--- src/rtl/csa_pkg.sv ---
// csa_pkg: shared types and elaboration helpers for the pipelined
// carry-select adder/subtractor.
package csa_pkg;

    // Per-stage control context. The data vectors travel next to it because
    // their widths depend on module parameters.
    typedef struct packed {
        logic valid;    // stage holds a live beat
        logic carry;    // carry into the lowest slice this stage resolves
        logic msb_cin;  // carry into the MSB, known once the top slice is resolved
    } csa_ctx_t;

    // Number of pipeline stages for a given slicing.
    function automatic int csa_num_stages(input int dw, input int bw, input int bps);
        return (bw * bps > 0) ? dw / (bw * bps) : 1;
    endfunction

    // True when the slicing tiles the operand width exactly.
    function automatic bit csa_cfg_ok(input int dw, input int bw, input int bps);
        return (bw >= 1) && (bps >= 1) && (dw > 0) && ((dw % (bw * bps)) == 0);
    endfunction

endpackage

--- src/rtl/csa_stage.sv ---
// csa_stage: one pipeline stage of the carry-select adder. Registers the
// context handed over by the previous stage, then resolves BLOCKS_PER_STAGE
// slices from the registered carry and passes the result onward.
module csa_stage
    import csa_pkg::*;
#(
    parameter int DATA_WIDTH       = 16,
    parameter int BLOCK_WIDTH      = 4,
    parameter int BLOCKS_PER_STAGE = 1,
    parameter int STAGE_IDX        = 0
) (
    input  logic                  clk,
    input  logic                  rst_n,
    input  csa_ctx_t              i_ctx,
    input  logic [DATA_WIDTH-1:0] i_sum,
    input  logic [DATA_WIDTH-1:0] i_a,
    input  logic [DATA_WIDTH-1:0] i_b,
    input  logic                  i_advance_next,
    output logic                  o_advance,
    output csa_ctx_t              o_ctx,
    output logic [DATA_WIDTH-1:0] o_sum,
    output logic [DATA_WIDTH-1:0] o_a,
    output logic [DATA_WIDTH-1:0] o_b
);

    localparam int  SW      = BLOCK_WIDTH * BLOCKS_PER_STAGE;
    localparam int  LO      = STAGE_IDX * SW;
    localparam bit  IS_LAST = (LO + SW) == DATA_WIDTH;

    csa_ctx_t              r_ctx;
    logic [DATA_WIDTH-1:0] r_sum;
    logic [DATA_WIDTH-1:0] r_a;
    logic [DATA_WIDTH-1:0] r_b;

    logic [BLOCKS_PER_STAGE:0] w_c;
    logic [SW-1:0]             w_slice_sum;

    // An empty stage can always take a beat; a full one only if it can hand
    // its beat on in the same cycle.
    assign o_advance = !r_ctx.valid || i_advance_next;

    // Stage register: capture the upstream context whenever this stage advances.
    always_ff @(posedge clk or negedge rst_n) begin
        if (!rst_n) begin
            // NOTE: data registers are reset too, so a stage never exposes stale
            // operands after reset; non-blocking assignments keep every stage
            // sampling its neighbour's pre-edge value.
            r_ctx <= '0;
            r_sum <= '0;
            r_a   <= '0;
            r_b   <= '0;
        end else if (o_advance) begin
            r_ctx <= i_ctx;
            r_sum <= i_sum;
            r_a   <= i_a;
            r_b   <= i_b;
        end
    end

    assign w_c[0] = r_ctx.carry;

    // Carry-select slices: both candidate sums are formed in parallel and the
    // incoming carry picks one; the chosen carry-out selects the next slice.
    for (genvar j = 0; j < BLOCKS_PER_STAGE; j++) begin : g_slice
        localparam int BASE = LO + j * BLOCK_WIDTH;
        logic [BLOCK_WIDTH:0] w_s0;
        logic [BLOCK_WIDTH:0] w_s1;

        assign w_s0 = {1'b0, r_a[BASE +: BLOCK_WIDTH]} + {1'b0, r_b[BASE +: BLOCK_WIDTH]};
        assign w_s1 = {1'b0, r_a[BASE +: BLOCK_WIDTH]} + {1'b0, r_b[BASE +: BLOCK_WIDTH]}
                    + {{BLOCK_WIDTH{1'b0}}, 1'b1};
        assign w_slice_sum[j*BLOCK_WIDTH +: BLOCK_WIDTH] =
            w_c[j] ? w_s1[BLOCK_WIDTH-1:0] : w_s0[BLOCK_WIDTH-1:0];
        assign w_c[j+1] = w_c[j] ? w_s1[BLOCK_WIDTH] : w_s0[BLOCK_WIDTH];
    end

    // Hand-over to the next stage: merge the resolved bits into the partial sum.
    always_comb begin
        // NOTE: every output gets a default before any conditional update, so
        // no path leaves a value unassigned and no latch is inferred.
        o_ctx       = r_ctx;
        o_ctx.carry = w_c[BLOCKS_PER_STAGE];
        if (IS_LAST) begin
            // Carry into the MSB recovered from the MSB's own sum bit.
            o_ctx.msb_cin = r_a[DATA_WIDTH-1] ^ r_b[DATA_WIDTH-1] ^ w_slice_sum[SW-1];
        end
        o_sum           = r_sum;
        o_sum[LO +: SW] = w_slice_sum;
        o_a             = r_a;
        o_b             = r_b;
    end

endmodule

--- src/rtl/pipelined_csa_adder.sv ---
// pipelined_csa_adder: parametrised pipelined carry-select adder/subtractor
// with a valid/ready handshake and per-stage bubble collapsing.
// Optional feature: define CSA_SAT_EN to saturate the sum on signed overflow.
module pipelined_csa_adder
    import csa_pkg::*;
#(
    parameter int DATA_WIDTH       = 16,
    parameter int BLOCK_WIDTH      = 4,
    parameter int BLOCKS_PER_STAGE = 1
) (
    input  logic                  clk,
    input  logic                  rst_n,
    input  logic                  in_valid,
    output logic                  in_ready,
    input  logic [DATA_WIDTH-1:0] in_a,
    input  logic [DATA_WIDTH-1:0] in_b,
    input  logic                  in_sub,
    output logic                  out_valid,
    input  logic                  out_ready,
    output logic [DATA_WIDTH-1:0] out_sum,
    output logic                  out_cout,
    output logic                  out_ovf
);

    localparam bit CFG_OK     = csa_cfg_ok(DATA_WIDTH, BLOCK_WIDTH, BLOCKS_PER_STAGE);
    localparam int NUM_STAGES = csa_num_stages(DATA_WIDTH, BLOCK_WIDTH, BLOCKS_PER_STAGE);

    if (!CFG_OK) begin : g_cfg_error
        $error("pipelined_csa_adder: DATA_WIDTH must be a multiple of BLOCK_WIDTH*BLOCKS_PER_STAGE");
    end

    // Index k is the context entering stage k; index NUM_STAGES feeds the output register.
    csa_ctx_t              w_ctx [NUM_STAGES+1];
    logic [DATA_WIDTH-1:0] w_sum [NUM_STAGES+1];
    logic [DATA_WIDTH-1:0] w_a   [NUM_STAGES+1];
    logic [DATA_WIDTH-1:0] w_b   [NUM_STAGES+1];
    logic                  w_adv [NUM_STAGES+1];

    logic                  w_ovf;
    logic [DATA_WIDTH-1:0] w_sum_sel;

    logic                  r_out_valid;
    logic [DATA_WIDTH-1:0] r_out_sum;
    logic                  r_out_cout;
    logic                  r_out_ovf;

    // Subtraction is A + ~B + 1: invert B here and seed the carry with in_sub.
    assign w_ctx[0] = '{valid: in_valid, carry: in_sub, msb_cin: 1'b0};
    assign w_sum[0] = '0;
    assign w_a[0]   = in_a;
    assign w_b[0]   = in_sub ? ~in_b : in_b;

    for (genvar k = 0; k < NUM_STAGES; k++) begin : g_stage
        csa_stage #(
            .DATA_WIDTH      (DATA_WIDTH),
            .BLOCK_WIDTH     (BLOCK_WIDTH),
            .BLOCKS_PER_STAGE(BLOCKS_PER_STAGE),
            .STAGE_IDX       (k)
        ) u_stage (
            .clk           (clk),
            .rst_n         (rst_n),
            .i_ctx         (w_ctx[k]),
            .i_sum         (w_sum[k]),
            .i_a           (w_a[k]),
            .i_b           (w_b[k]),
            .i_advance_next(w_adv[k+1]),
            .o_advance     (w_adv[k]),
            .o_ctx         (w_ctx[k+1]),
            .o_sum         (w_sum[k+1]),
            .o_a           (w_a[k+1]),
            .o_b           (w_b[k+1])
        );
    end

    // The output register frees up when empty or when downstream drains it;
    // this ripples back through the stages to form in_ready.
    assign w_adv[NUM_STAGES] = !r_out_valid || out_ready;
    assign in_ready          = w_adv[0];

    assign w_ovf = w_ctx[NUM_STAGES].msb_cin ^ w_ctx[NUM_STAGES].carry;

`ifdef CSA_SAT_EN
    // Clamp toward the operands' common sign when the signed result overflows.
    always_comb begin
        w_sum_sel = w_sum[NUM_STAGES];
        if (w_ovf) begin
            w_sum_sel = w_a[NUM_STAGES][DATA_WIDTH-1] ? {1'b1, {(DATA_WIDTH-1){1'b0}}}
                                                      : {1'b0, {(DATA_WIDTH-1){1'b1}}};
        end
    end
`else
    assign w_sum_sel = w_sum[NUM_STAGES];
`endif

    // Output register: holds its beat while downstream stalls.
    always_ff @(posedge clk or negedge rst_n) begin
        if (!rst_n) begin
            r_out_valid <= 1'b0;
            r_out_sum   <= '0;
            r_out_cout  <= 1'b0;
            r_out_ovf   <= 1'b0;
        end else if (w_adv[NUM_STAGES]) begin
            r_out_valid <= w_ctx[NUM_STAGES].valid;
            r_out_sum   <= w_sum_sel;
            r_out_cout  <= w_ctx[NUM_STAGES].carry;
            r_out_ovf   <= w_ovf;
        end
    end

    assign out_valid = r_out_valid;
    assign out_sum   = r_out_sum;
    assign out_cout  = r_out_cout;
    assign out_ovf   = r_out_ovf;

endmodule

--- config.mk ---
export PLATFORM = sky130hd
export DESIGN_NAME = pipelined_csa_adder
export DESIGN_NICKNAME = d
export VERILOG_FILES = /design/src/rtl/csa_pkg.sv /design/src/rtl/csa_stage.sv /design/src/rtl/pipelined_csa_adder.sv
export SDC_FILE = /design/constraint.sdc
export NUM_CORES = 1
export LEC_CHECK = 0
export BUFFER_PORTS_ARGS = -buffer_cell sky130_fd_sc_hd__buf_4
export CAP_MARGIN = 10
export CORE_MARGIN = 3
export CORE_UTILIZATION = 40
export CTS_CLUSTER_SIZE = 10
export DETAILED_ROUTE_END_ITERATION = 16
export GPL_TIMING_DRIVEN = 0
export PLACE_DENSITY = 0.67
export REMOVE_ABC_BUFFERS = 1
export SLEW_MARGIN = 40
export SYNTH_ARGS = -nofsm -noshare
export SYNTH_HDL_FRONTEND = slang
export SYNTH_SLANG_ARGS = --single-unit
--- constraint.sdc ---
create_clock -name clk -period 2.3 [get_ports clk]
set_input_delay 0.23 -clock clk [delete_from_list [all_inputs] [get_ports clk]]
set_output_delay 0.23 -clock clk [all_outputs]
set_load 0.01 [all_outputs]
==> out/metrics.yaml, run 1 <==
grt:
  grtUsageTotal: 0.1425
  grt.met2_usage: 0.2279
  use_met3: 0.03647
  antenna_found_initial: 0
  grt_pass1_wl_um: 18370
  grt_pass1_vias: 3827
  overflow: 0
  top_usage_layer: "met2"
  grt_max_degree: 75
  met1_usage: 0.1801
clock_tree:
  cts_made_buffers: 17
  cts_root_buf: "clkbuf_16"
  tritoncts: "yes"
  htree_levels: 4
  path_clk_slew_ns: 0.05
  clock_sinks: 131
  cts_max_path_buffers: 2
  worst_skew_pair.late_latency_ns: 0.41
synthesis:
  ys_ff_latch: 131
  synth_area_leaders: "dfrtp_1 57%, mux2_1 7.2%, nand2_1 5.9%, mux2_2 5.7%, ha_1 4.3%"
  synth_xor_xnor_area_share: 0.05150
  yosys.area.top_type: "dfrtp_1"
  synthAdderAreaFrac: 0.05737
  netlist_area_um2: 5758
  synth-compound-area-share: 0.06215
  muxShareOfSynthArea: 0.1360
  postSynthAreaPerCell_um2: 11.78
  synth_top_family_by_area: "multiplexers"
  synth_top_area_share: 0.5693
  synth_cell_types: 37
  synth-seq-area-share: 0.5693
  netlist_instances: 489
  synth_edf_count: 0
  synthFlopType: "dfrtp_1"
  synth_simple_gate_area_frac: 0.1041
  yosys_warnings: 0
  async_reset_ff_frac: 1.000
timing:
  fin_worst_skew_ns: 0.006137
  rsz0062_at_grt: "true"
  worst_slew_pin_slew_ns: 0.6516
  fin_crit_sh: 0.9914
  fin_hold_ws_ns: 0.03346
  report.final.hold_viol_count: 0
  tns_ns: 0
  relSlewSlack: 0.5656
  min_period_ns: 2.280
  fmax_mhz: 438.6
  final_max_slew_viol_count: 0
  final-setup-viol-count: 0
route:
  firstDrtPassIters: 4
  ant_nets: 0
  vias: 3654
  drtIter0Drc: 307
  wl_per_cell_um: 14.14
  vias_per_cell: 4.925
  wirelength_um: 10490
  drc: 0
worst_setup_path:
  slowest_stage: "fa_1"
  crit_buf_inv: 0
  cpLargestDelayFamily: "adder cells"
  crit_chain: "ha_2 > fa_1 > ha_2 > o2111ai_2 > o32a_1 > and3b_1 > o31ai_2"
  reg2reg_from: "g_stage[3].u_stage.o_a[12]$_DFFE_PN0P_"
  required_ns: 2.62
  critPathMaxStageDelay_ns: 0.51
  cp_max_fo: 3
  critPathMostFrequentCell: "ha_2"
  worst_setup_path_end_kind: "flop"
  crit_path_start: "g_stage[3].u_stage.o_a[12]$_DFFE_PN0P_"
  cp.arrival_ns: 2.60
  worstSetupPathType: "reg -> reg"
  crit_path_start_kind: "flop"
pwr:
  powerDensity_nw_per_um2: 1232
  p_leak_nw: 3.233
  clkPwrFrac: 0.297
  sequentialPowerShare: 0.397
  swShare: 0.3055
  ir_drop_mv: 0.6032
  combPwrFrac: 0.306
  p_int_mw: 6.061
  switchingPower_mw: 2.666
final_layout:
  nets: 610
  layout-drive-gt1-share: 0.2420
  fin_cells: 742
  most-common-layout-cells: "131 x dfrtp_1, 88 x nand2_1, 62 x buf_4, 37 x mux2_1, 35 x a21oi_1"
  syn_to_final_growth_pct: 22.97
  layout_commonest_cell: "dfrtp_1"
  diodes: 0
  final_cell_area_um2: 7081
hold_path:
  min_from: "in_a[3]"
  min_path_type: "in -> reg"
floorplanning:
  initial_core_util: 0.4116
  io_pins: 57
  die_w_um: 126.0
  core_area_um2: 13990
  die_h_um: 126.0
  dieArea_um2: 15870
  rows: 43
place:
  dp_hpwl_um: 7051
  dp.cells: 704
  postPlaceCellArea_um2: 6426
  gp_congestion: 0.7792
  portBuffers: 56
job:
  cap_viol_max_count: 0
run_status:
  status: "complete, no violations"
layout make-up:
class | instances | area, um2
clock buffer | 23 | 467.9
clock inverter | 9 | 105.1
fill | 1236 | 6908
inverter | 1 | 3.754
multi-input combinational | 330 | 2429
sequential | 131 | 3278
tap | 180 | 225.2
timing repair buffer | 68 | 571.8
layer usage:
| metal | part of all wire | vias up |
|---|---|---|
| met3 | 0.034 | 25 |
| met4 | 0.029 | 0 |
| met2 | 0.48 | 64 |
| met1 | 0.46 | 1777 |
| li1 | - | 1788 |
| met5 | 0 | - |
cell usage after synthesis, types with 3 or more instances:
library cell	instances
a41oi_1	3
xor2_1	8
xnor2_1	24
nand2_1	90
a21oi_1	35
nor3_1	3
o21ai_0	5
mux2i_1	4
nor2_1	30
nand4_1	4
fa_1	4
mux2_1	37
clkbuf_1	20
nand3_1	4
ha_1	20
a21o_1	10
dfrtp_1	131
buf_2	5
mux2_2	29
nand2b_1	4
repair_timing:
action,4_1_cts,5_1_grt
resized for setup,4,3
pin swaps,4,5
endpoints found under the setup margin,2,24
hold endpoints to repair,73,0
setup buffers,3,2
hold buffers,1,0
path summary, 6_finish.rpt:
| check | depth (start not counted) | slack (ns) | to |
|---|---|---|---|
| setup reg to reg | 7 | 0.02 | out_ovf$_DFFE_PN0P_ |
| hold reg to reg | 2 | 0.46 | g_stage[1].u_stage.o_b[14]$_DFFE_PN0P_ |
| max in group asynchronous | 3 | 1.25 | g_stage[0].u_stage.o_b[15]$_DFFE_PN0P_ |
| setup / recovery | 7 | 0.02 | out_ovf$_DFFE_PN0P_ |
| hold / removal | 2 | 0.03 | g_stage[0].u_stage.o_a[3]$_DFFE_PN0P_ |
| min in group asynchronous | 2 | 0.36 | out_sum[7]$_DFFE_PN0P_ |
state kept, by name (all words and copies together) (netlist names):
register,count
g_stage.u_stage.o_b,40
g_stage.u_stage.r_ctx,4
g_stage.u_stage.o_ctx,4
out_ovf,1
g_stage.u_stage.r_sum,24
g_stage.u_stage.o_a,40
out_valid,1
out_sum,16
out_cout,1
worst register-to-register path: cells and delay by family, from the launching register on:
kind,cells,cell delay [ns]
adders and majority gates,3,0.91
AOI/OAI and AO/OA,3,0.68
DFF,1,0.39
and+or+nand+nor,1,0.20
cells by family after synthesis:
| family | count (synthesis) |
|---|---|
| buf+inv | 28 |
| simple gates | 143 |
| fa+ha+maj | 24 |
| xor+xnor | 33 |
| flops | 131 |
| compound gates | 60 |
| mux | 70 |
power by group through the flow:
stage,logic (mW),clock network [mW],registers [mW]
floorplan,1.74,0,3.44
global placement,2.40,0,3.45
detailed placement,2.56,0,3.50
CTS,2.68,2.65,3.47
global route,2.98,2.75,3.57
finish,2.67,2.59,3.46
stage by stage:
| step | utilization | power (mW) | setup slack [ns] |
|---|---|---|---|
| after floorplan | - | 5.174 | -1.747 |
| final | 0.5062 | 8.726 | 0.01980 |
| after CTS | 0.5041 | 8.796 | -0.01563 |
| after global placement | 0.4500 | 5.858 | -3.452 |
| after global routing | 0.5062 | 9.300 | -0.1014 |
| after detailed placement | 0.4594 | 6.064 | -0.03299 |
No activity file was read; power rests on OpenSTA's default activity.
==> run 2: changes to the inputs <==
- ABC_AREA: default -> 1
- PLACE_DENSITY: 0.67 -> 0.65
- clock period: 2.3 -> 2.14 ns (I/O delays scaled with it)
==> out/metrics.yaml, run 2 <==
run_status:
  status: "complete, no violations"
synthesis:
  synthFlopType: "dfrtp_1"
  synth_edf_count: 0
  async_reset_ff_frac: 1.000
  yosysMostFrequentCell: "nand2_1"
  synth_cell_types: 27
  yosys_warnings: 0
  netlist_area_um2: 5887
  synth_top_area_share: 0.5569
  synth-seq-area-share: 0.5569
  synth_area_leaders: "dfrtp_1 56%, nand2_1 16%, ha_1 4.3%, inv_1 3.4%, o21ai_0 3.1%"
  postSynthAreaPerCell_um2: 8.893
  ys_ff_latch: 131
  yosys.area.top_type: "dfrtp_1"
  netlist_instances: 662
  synth_common_cells: "247 x nand2_1, 131 x dfrtp_1, 54 x inv_1, 37 x o21ai_0, 28 x o21ai_1"
place:
  gp_congestion: 0.7650
  dp_slack_ns: -1.369
  dp_hpwl_um: 7111
  portBuffers: 56
final_layout:
  utilization: 0.5228
  diodes: 0
  nets: 801
  layout-drive-gt1-share: 0.1580
  most-common-layout-cells: "246 x nand2_1, 131 x dfrtp_1, 63 x buf_4, 53 x inv_1, 37 x o21ai_0"
  layout_commonest_cell: "nand2_1"
  syn_to_final_growth_pct: 25.65
  fillers: 1304
timing:
  fmax_mhz: 493.7
  final-setup-viol-count: 0
  fin_crit_sh: 0.9466
  worst_slew_pin_slew_ns: 0.5644
  tns_ns: 0
  fin_worst_skew_ns: 0.004302
  report.final.hold_viol_count: 0
  min_period_ns: 2.026
  fin_hold_ws_ns: 0.01933
  layout_setup_ws_ns: 0.1143
  final_max_slew_viol_count: 0
  relSlewSlack: 0.6237
floorplanning:
  initial_core_util: 0.4160
  io_pins: 57
  die_w_um: 127.3
  die_h_um: 127.3
  dieArea_um2: 16210
  core_area_um2: 14150
  rows: 43
route:
  drtIter0Drc: 171
  wirelength_um: 11950
  vias_per_cell: 4.761
  firstDrtPassIters: 5
  drc: 0
  wl_per_cell_um: 12.81
  vias: 4442
  ant_nets: 0
pwr:
  p_leak_nw: 3.751
  power_mw: 9.124
  powerDensity_nw_per_um2: 1233
  ir_drop_mv: 0.5993
worst_setup_path:
  worstSetupPathType: "reg -> out"
  crit_chain: "inv_1 > nor2_4 > inv_6 > nor2_8 > nand2_8 > nor2_8 > nand2_8 > buf_4"
  critPathMaxStageDelay_ns: 0.34
  required_ns: 1.93
  worst_setup_path_end_kind: "primary output"
  cp.arrival_ns: 1.81
  slowest_stage: "dfrtp_1"
  cp_max_fo: 20
  crit_path_start_kind: "flop"
hold_path:
  min_path_type: "in -> reg"
grt:
  grtUsageTotal: 0.1584
  grt_pass1_vias: 4488
  grt_max_degree: 78
  antenna_found_initial: 0
  overflow: 0
  grt_pass1_wl_um: 20830
clock_tree:
  cts_made_buffers: 17
  cts_root_buf: "clkbuf_16"
  path_clk_slew_ns: 0.05
  clock_sinks: 131
  cts_max_path_buffers: 2
  tritoncts: "yes"
  htree_levels: 4
  worst_skew_pair.late_latency_ns: 0.41
job:
  cap_viol_max_count: 0
run 2: worst paths after layout:
kind	endpoint	startpoint	slack (ns)	depth (start not counted)
max in group asynchronous	out_cout$_DFFE_PN0P_	rst_n	1.14	3
setup reg to reg	out_ovf$_DFFE_PN0P_	g_stage[3].u_stage.o_a[12]$_DFFE_PN0P_	0.13	11
setup / recovery	in_ready	out_valid$_DFFE_PN0P_	0.11	8
min in group asynchronous	g_stage[0].u_stage.o_b[10]$_DFFE_PN0P_	rst_n	0.30	2
hold / removal	g_stage[0].u_stage.o_a[6]$_DFFE_PN0P_	in_a[6]	0.02	3
hold reg to reg	g_stage[3].u_stage.o_a[13]$_DFFE_PN0P_	g_stage[2].u_stage.o_a[13]$_DFFE_PN0P_	0.47	2
run 2: critical path, delay by kind of cell, from the launching register on:
family | cells | cell delay, ns
and+or+nand+nor | 5 | 0.69
buffers and inverters | 3 | 0.36
DFF | 1 | 0.34
run 2: cell type report:
cell class	instances	area, um2	area share
Tap cell	180	225.2	0.03045
Clock buffer	19	442.9	0.05988
Clock inverter	13	182.7	0.02470
Sequential cell	131	3278	0.4432
Multi-Input combinational cell	455	2390	0.3231
Inverter	56	221.5	0.02994
Timing Repair Buffer	79	656.9	0.08880
run 2: power breakdown:
part | internal, mW | switching (mW) | total (mW)
sequential | 3.19 | 0.434 | 3.62
combinational | 1.06 | 1.42 | 2.48
clock | 1.98 | 1.04 | 3.02
run 2: through the flow:
step / cell area, um2 / instances
floorplan: 5764 / 635
global placement: 6410 / 871
detailed placement: 6445 / 872
CTS: 7347 / 930
global route: 7397 / 933
finish: 7397 / 933
run 2: logic make-up after synthesis:
group / Yosys count / share of synthesized area
AO/OA/AOI/OAI: 89 / 0.07821
XOR/XNOR: 24 / 0.03571
adder cells (fa/ha/maj): 24 / 0.05611
buffers and inverters: 83 / 0.05654
flip-flops: 131 / 0.5569
AND/OR/NAND/NOR: 311 / 0.2166
run 2: routing by layer:
metal	routed length, um	GRT usage
met5	0	0
met4	232	0.06435
met3	487	0.03972
met2	5602	0.2524
met1	5629	0.2080
run 2: repair_timing:
action                     in CTS  in global routing
pin swaps                       4                  8
setup buffers                   6                  3
hold buffers                   13                  0
hold endpoints to repair       66                  0
resized for setup               5                 10
gates cloned                    7                  0
setup endpoints to repair     109                 34
==> run 3: changes to the inputs <==
- REMOVE_ABC_BUFFERS: 1 -> default
==> out/metrics.yaml, run 3 (synthesis gave the netlist of run 2 again) <==
timing:
  min_period_ns: 2.030
  layout_setup_ws_ns: 0.1096
  fmax_mhz: 492.5
  tns_ns: 0
  fin_worst_skew_ns: 0.007202
  final-setup-viol-count: 0
  worst_slew_pin_slew_ns: 0.5575
  relSlewSlack: 0.6283
  final_max_slew_viol_count: 0
  report.final.hold_viol_count: 0
  fin_crit_sh: 0.9488
worst_setup_path:
  crit_path_start_kind: "flop"
  cp.arrival_ns: 2.38
  worstSetupPathType: "reg -> reg"
  critPathMostFrequentCell: "nand2_1"
  crit_chain: "ha_2 > fa_1 > ha_2 > nand2_2 > nor2_4 > nand3_2 > nand2_1 > nand2_2 > nor2_2 > nand2_1 > nand2_1"
  slowest_stage: "fa_1"
  worst_setup_path_end_kind: "flop"
  critPathMaxStageDelay_ns: 0.56
  cp_max_fo: 3
  required_ns: 2.49
pwr:
  combPwrFrac: 0.266
  swShare: 0.3076
  ir_drop_mv: 0.6180
  p_int_mw: 6.379
  clkPwrFrac: 0.341
  sequentialPowerShare: 0.393
  switchingPower_mw: 2.834
  powerDensity_nw_per_um2: 1251
  p_leak_nw: 3.784
  power_mw: 9.213
run_status:
  status: "complete, no violations"
clock_tree:
  cts_root_buf: "clkbuf_16"
  cts_max_path_buffers: 2
  htree_levels: 4
  worst_skew_pair.late_latency_ns: 0.41
  cts_made_buffers: 17
  path_clk_slew_ns: 0.05
  tritoncts: "yes"
  clock_sinks: 131
place:
  gp_congestion: 0.8047
  dp_hpwl_um: 8325
  portBuffers: 55
  dp.cells: 898
  dp_slack_ns: 0.07662
hold_path:
  min_path_type: "in -> reg"
route:
  firstDrtPassIters: 4
  ant_nets: 0
  drtIter0Drc: 259
  wl_per_cell_um: 12.30
  drc: 0
  wirelength_um: 11590
  vias: 4340
  vias_per_cell: 4.607
floorplanning:
  rows: 43
  dieArea_um2: 16210
  initial_core_util: 0.4160
  die_w_um: 127.3
  core_area_um2: 14150
  die_h_um: 127.3
  io_pins: 57
grt:
  overflow: 0
  grt_pass1_wl_um: 20400
  antenna_found_initial: 0
  grt_pass1_vias: 4436
  grtUsageTotal: 0.1557
  grt_max_degree: 75
synthesis:
  synth_fp_nets: 723
final_layout:
  nets: 810
  layout_commonest_cell: "nand2_1"
  utilization: 0.5206
  fin_cells: 942
  layout-drive-gt1-share: 0.1640
  diodes: 0
  syn_to_final_growth_pct: 25.12
  most-common-layout-cells: "245 x nand2_1, 131 x dfrtp_1, 59 x buf_4, 54 x inv_1, 37 x o21ai_0"
job:
  cap_viol_max_count: 0
## run 3: final timing paths
path                                                    startpoint                                       to  slack (ns)  depth (start not counted)
setup / recovery            g_stage[3].u_stage.o_a[12]$_DFFE_PN0P_                      out_ovf$_DFFE_PN0P_        0.11                         11
hold / removal                                             in_a[9]    g_stage[0].u_stage.o_a[9]$_DFFE_PN0P_        0.02                          3
setup reg to reg            g_stage[3].u_stage.o_a[12]$_DFFE_PN0P_                      out_ovf$_DFFE_PN0P_        0.11                         11
hold reg to reg            g_stage[2].u_stage.r_sum[7]$_DFFE_PN0P_  g_stage[3].u_stage.r_sum[7]$_DFFE_PN0P_        0.46                          2
max in group asynchronous                                    rst_n                   out_sum[1]$_DFFE_PN0P_        1.12                          3
min in group asynchronous                                    rst_n    g_stage[0].u_stage.o_b[1]$_DFFE_PN0P_        0.34                          2
## run 3: final cells by class
cell class	count	area (um2)
Tap cell	180	225.2
Inverter	56	212.7
Buffer	26	117.6
Clock buffer	24	511.7
Fill cell	1293	6784
Timing Repair Buffer	69	565.5
Clock inverter	8	145.1
Multi-Input combinational cell	448	2310
Sequential cell	131	3278
## run 3: routing by layer
layer  up-vias  track usage  share of wire
li1       2263            -              -
met1      1984       0.2058           0.49
met2        81       0.2428           0.46
met3        12      0.04682          0.042
met4         0      0.05868          0.012
met5         -            0              0
## run 3: power by group through the flow
stage	Sequential (mW)	Clock [mW]	Combinational (mW)
final	3.63	3.14	2.45
after floorplan	3.62	0	1.57
after CTS	3.63	3.20	2.41
after global placement	3.63	0	2.26
after detailed placement	3.66	0	2.36
after global routing	3.72	3.31	2.83
## run 3: worst max-delay path, delay by kind of cell, from the launching register on
family	cells	cell delay, ns
adder cells (fa/ha/maj)	3	0.95
AND/OR/NAND/NOR	8	0.64
flip-flops	1	0.38
## run 3: per-stage QoR
stage | hold slack [ns] | cell area, um2
finish | 0.01696 | 7366
global route | 0.008643 | 7366
CTS | 0.0008260 | 7305
detailed placement | 0.2227 | 6560
global placement | 0.4049 | 6525
floorplan | -0.08159 | 5887
## run 3: what timing repair did
action / in CTS / in global routing
pin swaps: 1 / 8
setup endpoints to repair: 1 / 3
cloned: 0 / 0
hold buffers: 8 / 0
gates resized for setup: 0 / 11
setup buffers: 1 / 4
endpoints found under the hold margin: 80 / 0
